$ cat src/rtl/pipe_ctrl_pkg.sv
// Shared types for the pipeline stall/flush controller: FSM states, the x0 register
// index, and the per-stage register control bundle.
package pipe_ctrl_pkg;

   typedef enum logic {
      RUN     = 1'b0,
      MD_BUSY = 1'b1
   } state_t;

   localparam logic [4:0] X0 = 5'd0;

   typedef struct packed {
      logic pc_write;
      logic if_id_write;
      logic id_exe_write;
      logic exe_mem_write;
      logic mem_wb_write;
      logic if_id_flush;
      logic id_exe_flush;
      logic exe_mem_bubble;
   } stage_ctrl_t;

   localparam stage_ctrl_t CTRL_IDLE      = stage_ctrl_t'(8'b00000_000);
   localparam stage_ctrl_t CTRL_ALL_WRITE = stage_ctrl_t'(8'b11111_000);

endpackage

$ cat src/rtl/sat_counter.sv
// Saturating up-counter: counts cycles where inc is high and sticks at all-ones.
module sat_counter #(
   parameter int CNT_W = 32
) (
   input  logic             clk,
   input  logic             rst,
   input  logic             inc,
   output logic [CNT_W-1:0] count
);

   localparam logic [CNT_W-1:0] ONE = {{(CNT_W-1){1'b0}}, 1'b1};

   always_ff @(posedge clk or posedge rst) begin
      if (rst)
         count <= '0;
      else if (inc && (count != '1))
         count <= count + ONE;
   end

endmodule

$ cat src/rtl/pipeline_hazard_ctrl.sv
// Central stall/flush controller for the 5-stage RV32 pipeline: load-use bubbles,
// taken-branch flushes, multi-cycle mul/div holds and memory wait-state freezes.
module pipeline_hazard_ctrl
   import pipe_ctrl_pkg::*;
#(
   parameter int CNT_W = 32
) (
   input  logic             clk,
   input  logic             rst,
   input  logic [4:0]       id_rs1_addr,
   input  logic [4:0]       id_rs2_addr,
   input  logic             id_rs1_used,
   input  logic             id_rs2_used,
   input  logic             exe_mem_read,
   input  logic [4:0]       exe_rd_addr,
   input  logic             exe_branch_taken,
   input  logic             exe_md_op,
   input  logic             md_done,
   input  logic             im_stall,
   input  logic             dm_stall,
   output logic             pc_write,
   output logic             if_id_write,
   output logic             id_exe_write,
   output logic             exe_mem_write,
   output logic             mem_wb_write,
   output logic             if_id_flush,
   output logic             id_exe_flush,
   output logic             exe_mem_bubble,
   output logic             md_start,
   output logic [CNT_W-1:0] stall_cnt,
   output logic [CNT_W-1:0] flush_cnt
);

   state_t      state;
   state_t      state_next;
   logic        done_seen;
   logic        done_seen_next;
   stage_ctrl_t ctrl;
   logic        md_start_c;
   logic        flush_inc;
   logic        freeze;
   logic        load_use;

   assign freeze   = im_stall | dm_stall;
   assign load_use = exe_mem_read && (exe_rd_addr != X0) &&
                     ((id_rs1_used && (id_rs1_addr == exe_rd_addr)) ||
                      (id_rs2_used && (id_rs2_addr == exe_rd_addr)));

   always_ff @(posedge clk or posedge rst) begin
      if (rst) begin
         state     <= RUN;
         done_seen <= 1'b0;
      end else begin
         state     <= state_next;
         done_seen <= done_seen_next;
      end
   end

   // A freeze holds everything; a mul/div completion seen during it is remembered
   // so MD_BUSY can retire as soon as the memories are ready again.
   always_comb begin
      ctrl           = CTRL_IDLE;
      md_start_c     = 1'b0;
      flush_inc      = 1'b0;
      state_next     = state;
      done_seen_next = done_seen;
      if (freeze) begin
         if ((state == MD_BUSY) && md_done)
            done_seen_next = 1'b1;
      end else if (state == RUN) begin
         if (exe_branch_taken) begin
            ctrl              = CTRL_ALL_WRITE;
            ctrl.if_id_flush  = 1'b1;
            ctrl.id_exe_flush = 1'b1;
            flush_inc         = 1'b1;
         end else if (exe_md_op) begin
            ctrl.exe_mem_write  = 1'b1;
            ctrl.exe_mem_bubble = 1'b1;
            ctrl.mem_wb_write   = 1'b1;
            md_start_c          = 1'b1;
            state_next          = MD_BUSY;
         end else if (load_use) begin
            ctrl.id_exe_write  = 1'b1;
            ctrl.id_exe_flush  = 1'b1;
            ctrl.exe_mem_write = 1'b1;
            ctrl.mem_wb_write  = 1'b1;
         end else begin
            ctrl = CTRL_ALL_WRITE;
         end
      end else begin
         if (md_done || done_seen) begin
            ctrl           = CTRL_ALL_WRITE;
            done_seen_next = 1'b0;
            state_next     = RUN;
         end else begin
            ctrl.exe_mem_write  = 1'b1;
            ctrl.exe_mem_bubble = 1'b1;
            ctrl.mem_wb_write   = 1'b1;
         end
      end
   end

   // Outputs are forced low for the whole time reset is held, regardless of inputs.
   assign pc_write       = ctrl.pc_write       & ~rst;
   assign if_id_write    = ctrl.if_id_write    & ~rst;
   assign id_exe_write   = ctrl.id_exe_write   & ~rst;
   assign exe_mem_write  = ctrl.exe_mem_write  & ~rst;
   assign mem_wb_write   = ctrl.mem_wb_write   & ~rst;
   assign if_id_flush    = ctrl.if_id_flush    & ~rst;
   assign id_exe_flush   = ctrl.id_exe_flush   & ~rst;
   assign exe_mem_bubble = ctrl.exe_mem_bubble & ~rst;
   assign md_start       = md_start_c          & ~rst;

   sat_counter #(.CNT_W(CNT_W)) u_stall_cnt (
      .clk   (clk),
      .rst   (rst),
      .inc   (~ctrl.pc_write),
      .count (stall_cnt)
   );

   sat_counter #(.CNT_W(CNT_W)) u_flush_cnt (
      .clk   (clk),
      .rst   (rst),
      .inc   (flush_inc),
      .count (flush_cnt)
   );

endmodule
$ cat config.mk
export PLATFORM = sky130hd
export DESIGN_NAME = pipeline_hazard_ctrl
export DESIGN_NICKNAME = d
export VERILOG_FILES = /design/src/rtl/pipe_ctrl_pkg.sv /design/src/rtl/sat_counter.sv /design/src/rtl/pipeline_hazard_ctrl.sv
export SDC_FILE = /design/constraint.sdc
export NUM_CORES = 1
export LEC_CHECK = 0
export CAP_MARGIN = 20
export CORE_AREA = 5 5 92 94
export CTS_BUF_LIST = sky130_fd_sc_hd__clkbuf_8 sky130_fd_sc_hd__clkbuf_16
export CTS_CLUSTER_DIAMETER = 40
export DETAILED_ROUTE_END_ITERATION = 8
export DIE_AREA = 0 0 97 99
export PLACE_DENSITY = 0.78
export SYNTH_ARGS = -nofsm -noshare
export SYNTH_HDL_FRONTEND = slang
export SYNTH_SLANG_ARGS = --single-unit
$ cat constraint.sdc
create_clock -name clk -period 5.4 [get_ports clk]
set_input_delay 1.35 -clock clk [delete_from_list [all_inputs] [get_ports clk]]
set_output_delay 1.35 -clock clk [all_outputs]
set_load 0.01 [all_outputs]
==> impl_metrics.env <==
export IMPL_cts_sinks=66
export IMPL_hold_viol_final=0
export IMPL_totalWireLength_mm=8.47
export IMPL_synth_seq_cells=66
export IMPL_path_clk_slew_ns=0.07
export IMPL_finalCriticalPeriod_ns=4.77
export IMPL_first_global_vias=2863
export IMPL_num_io_pins=98
export IMPL_cp_arrival_ns=3.42
export IMPL_ant_nets=0
export IMPL_antenna_found_initial=0
export IMPL_end_kind="output pin"
export IMPL_pwr_share_clk_pct=23.4
export IMPL_p_leak_nw=1.91
export IMPL_switchingPower_uw=512
export IMPL_drc=0
export IMPL_rsz0062_at_grt="false"
export IMPL_syn_to_final_growth_pct=34.7
export IMPL_r2r_end="u_stall_cnt.count[1]$_DFFE_PP0P_"
export IMPL_wl_per_cell_microns=15.6
export IMPL_finalSetupViolations=0
export IMPL_ys_types=44
export IMPL_timing_rr_start="u_stall_cnt.count[0]$_DFFE_PP0P_"
export IMPL_syn_area_per_cell_sq_um=10.4
export IMPL_vdd_drop_max_mv=0.360
export IMPL_syn_area_sq_um=3480
export IMPL_numCtsBuffers=9
export IMPL_worst_pin_slew_ns=1.06
export IMPL_power_internal_uw=997
export IMPL_ys_warn_count=0
export IMPL_utilization_pct=62.0
export IMPL_port_buffer_count=97
export IMPL_timing_setup_tns_ns=0
export IMPL_grt_total_usage_pct=18.0
export IMPL_via_per_inst=5.26
export IMPL_holdCritStartpoint="u_stall_cnt.count[22]$_DFFE_PP0P_"
export IMPL_die_area_sq_um=9600
export IMPL_start_util_pct=46.0
export IMPL_first_pass_iters=4
export IMPL_cts_resized=0
export IMPL_worst_r2r_path_depth=6
export IMPL_clock_latency_ns=0.34
export IMPL_crit_path_start_kind="input port"
export IMPL_maxCapViolCount=0
export IMPL_timing_fmax_mhz=210
export IMPL_cts_buffer_depth=2
export IMPL_p_sw_share_pct=33.9
export IMPL_ys_seq_area_share_pct=47.4
export IMPL_slew_violations=0
export IMPL_gp_congestion=0.934
export IMPL_finClkSkew_ns=0.0148
export IMPL_cts_hold_fix_buffers=0
export IMPL_syn_instance_count=336
export IMPL_fp_row_count=32
export IMPL_coreArea_sq_um=7570
export IMPL_worstPathMaxFanout=5
export IMPL_status="finished clean"
export IMPL_relSlewSlack_pct=29.6
export IMPL_cts_tree="done"
export IMPL_die_w_microns=97
export IMPL_rrSetupSlack_ns=2.72
export IMPL_drt_iter0_markers=104
export IMPL_htreeDepth=3
export IMPL_period_share_pct=88.3
export IMPL_combinationalPowerShare_pct=29.7
export IMPL_seqPwrFrac_pct=46.9
export IMPL_grt_max_degree=67
export IMPL_cp_required_ns=4.05
export IMPL_vias=2864
export IMPL_worstSetupPathType="input port to output pin"
export IMPL_pwr_density_cell_nw_per_um2=322
export IMPL_whs_path_depth=1
export IMPL_hold_path_class="flop to flop"
export IMPL_cts_setup_buffers=0
export IMPL_root_buffer="clkbuf_8"
export IMPL_fin_nets=465
export IMPL_hpwlAfterDp_mm=6.29
export IMPL_grt_pass1_wl_mm=14.3
export IMPL_hold_path_end="u_stall_cnt.count[22]$_DFFE_PP0P_"
export IMPL_grt_ovfl_total=0
export IMPL_syn_num_nets=363
export IMPL_final_layout_size_suffix_gt1_share_pct=8.62
export IMPL_startpoint="exe_branch_taken"
export IMPL_die_h_microns=99
[logic make-up after synthesis]
family | after synthesis | synth area share, %
AND/OR/NAND/NOR | 163 | 27.1
buffers and inverters | 17 | 2.91
adder cells (fa/ha/maj) | 2 | 0.719
XOR/XNOR | 71 | 17.9
AO/OA/AOI/OAI | 15 | 3.31
flip-flops | 66 | 47.4
multiplexers | 2 | 0.647
[critical path: stages]
cell and delay (ns):
clkdlybuf4s50_1 0.56, nor3b_1 0.10, a2111oi_2 0.34, buf_4 0.18, and2_1 0.16, o21a_1 0.18
clkdlybuf4s50_1 0.55
[sequential cells by signal, indices dropped and copies added, names as in the netlist]
name,cells
u_flush_cnt.count,32
u_stall_cnt.count,32
done_seen,1
state,1
[through the flow]
step	hold WS [ns]	std cells	area, sq um	worst slack, ns	power (mW)
floorplan	0.492	336	3480	0.367	0.918
global placement	0.475	529	4530	0.695	1.15
detailed placement	0.485	529	4530	0.643	1.17
CTS	0.498	543	4690	0.621	1.52
global route	0.514	543	4690	0.523	1.60
finish	0.502	544	4690	0.631	1.51
[layout make-up]
cell class	instances	area (sq um)
sequential	66	1650
tap	102	128
clock buffer	10	138
inverter	9	33.8
clock inverter	4	21.3
timing repair buffer	99	986
antenna	1	2.50
fill	632	2880
multi-input combinational	253	1730
[power groups by stage]
stage                     Clock (mW)  Sequential, mW  Combinational [mW]
after global routing           0.384           0.725               0.488
after floorplan                    0           0.726               0.192
after global placement             0           0.710               0.441
after CTS                      0.359           0.707               0.456
after detailed placement           0           0.715               0.452
final                          0.353           0.708               0.449
[layer usage]
layer | GRT usage (%) | vias up | part of all wire (%)
li1 | - | 1379 | -
met1 | 24.3 | 1387 | 48
met2 | 27.4 | 87 | 45
met3 | 6.44 | 11 | 6.4
met4 | 5.51 | 0 | 1.3
met5 | 0 | - | 0
[Yosys cell counts, drive strengths merged]
cell | count | share of area (%)
and4 | 7 | 1.8
or2 | 1 | 0.18
nand4 | 17 | 3.4
xor2 | 49 | 12
nor2 | 34 | 3.7
nor3 | 20 | 4.0
or4b | 1 | 0.40
nor2b | 1 | 0.18
inv | 9 | 0.97
a21oi | 4 | 0.58
dfrtp | 66 | 47
buf | 8 | 1.9
nand2 | 27 | 2.9
or3 | 4 | 0.86
o21ai | 2 | 0.29
mux2 | 2 | 0.65
and3 | 8 | 1.4
nand3 | 25 | 3.7
nand3b | 2 | 0.43
nor3b | 1 | 0.22
o22ai | 1 | 0.18
nor4 | 8 | 2.2
a21bo | 1 | 0.29
or4 | 2 | 0.43
a211o | 1 | 0.25
xnor2 | 22 | 5.5
a32oi | 2 | 0.50
a2111oi | 1 | 0.43
and2 | 2 | 0.36
ha | 2 | 0.72
o21a | 2 | 0.43
nor4b | 3 | 0.93
o211ai | 1 | 0.36
[worst max path at each step]
stage / end / slack (ns) / cells after the start
6_report: if_id_write / 0.63 / 7
5_1_grt: pc_write / 0.52 / 7
4_1_cts: if_id_write / 0.62 / 7
3_5_place_dp: if_id_write / 0.64 / 7
3_3_place_gp: if_id_write / 0.70 / 7
2_1_floorplan: id_exe_flush / 0.37 / 4
[cell usage in the layout, fill, tap and decap left out, types with 9 or more instances in the layout]
master           count
inv_1                9
clkbuf_8            10
dfrtp_1             66
clkdlybuf4s50_1     97
nor3_1              12
nand3_1             24
nand2_1             27
nor2_1              34
xnor2_1             22
nand4_1             15
xor2_1              49
Note: power is estimated with default switching activity, not from simulation.
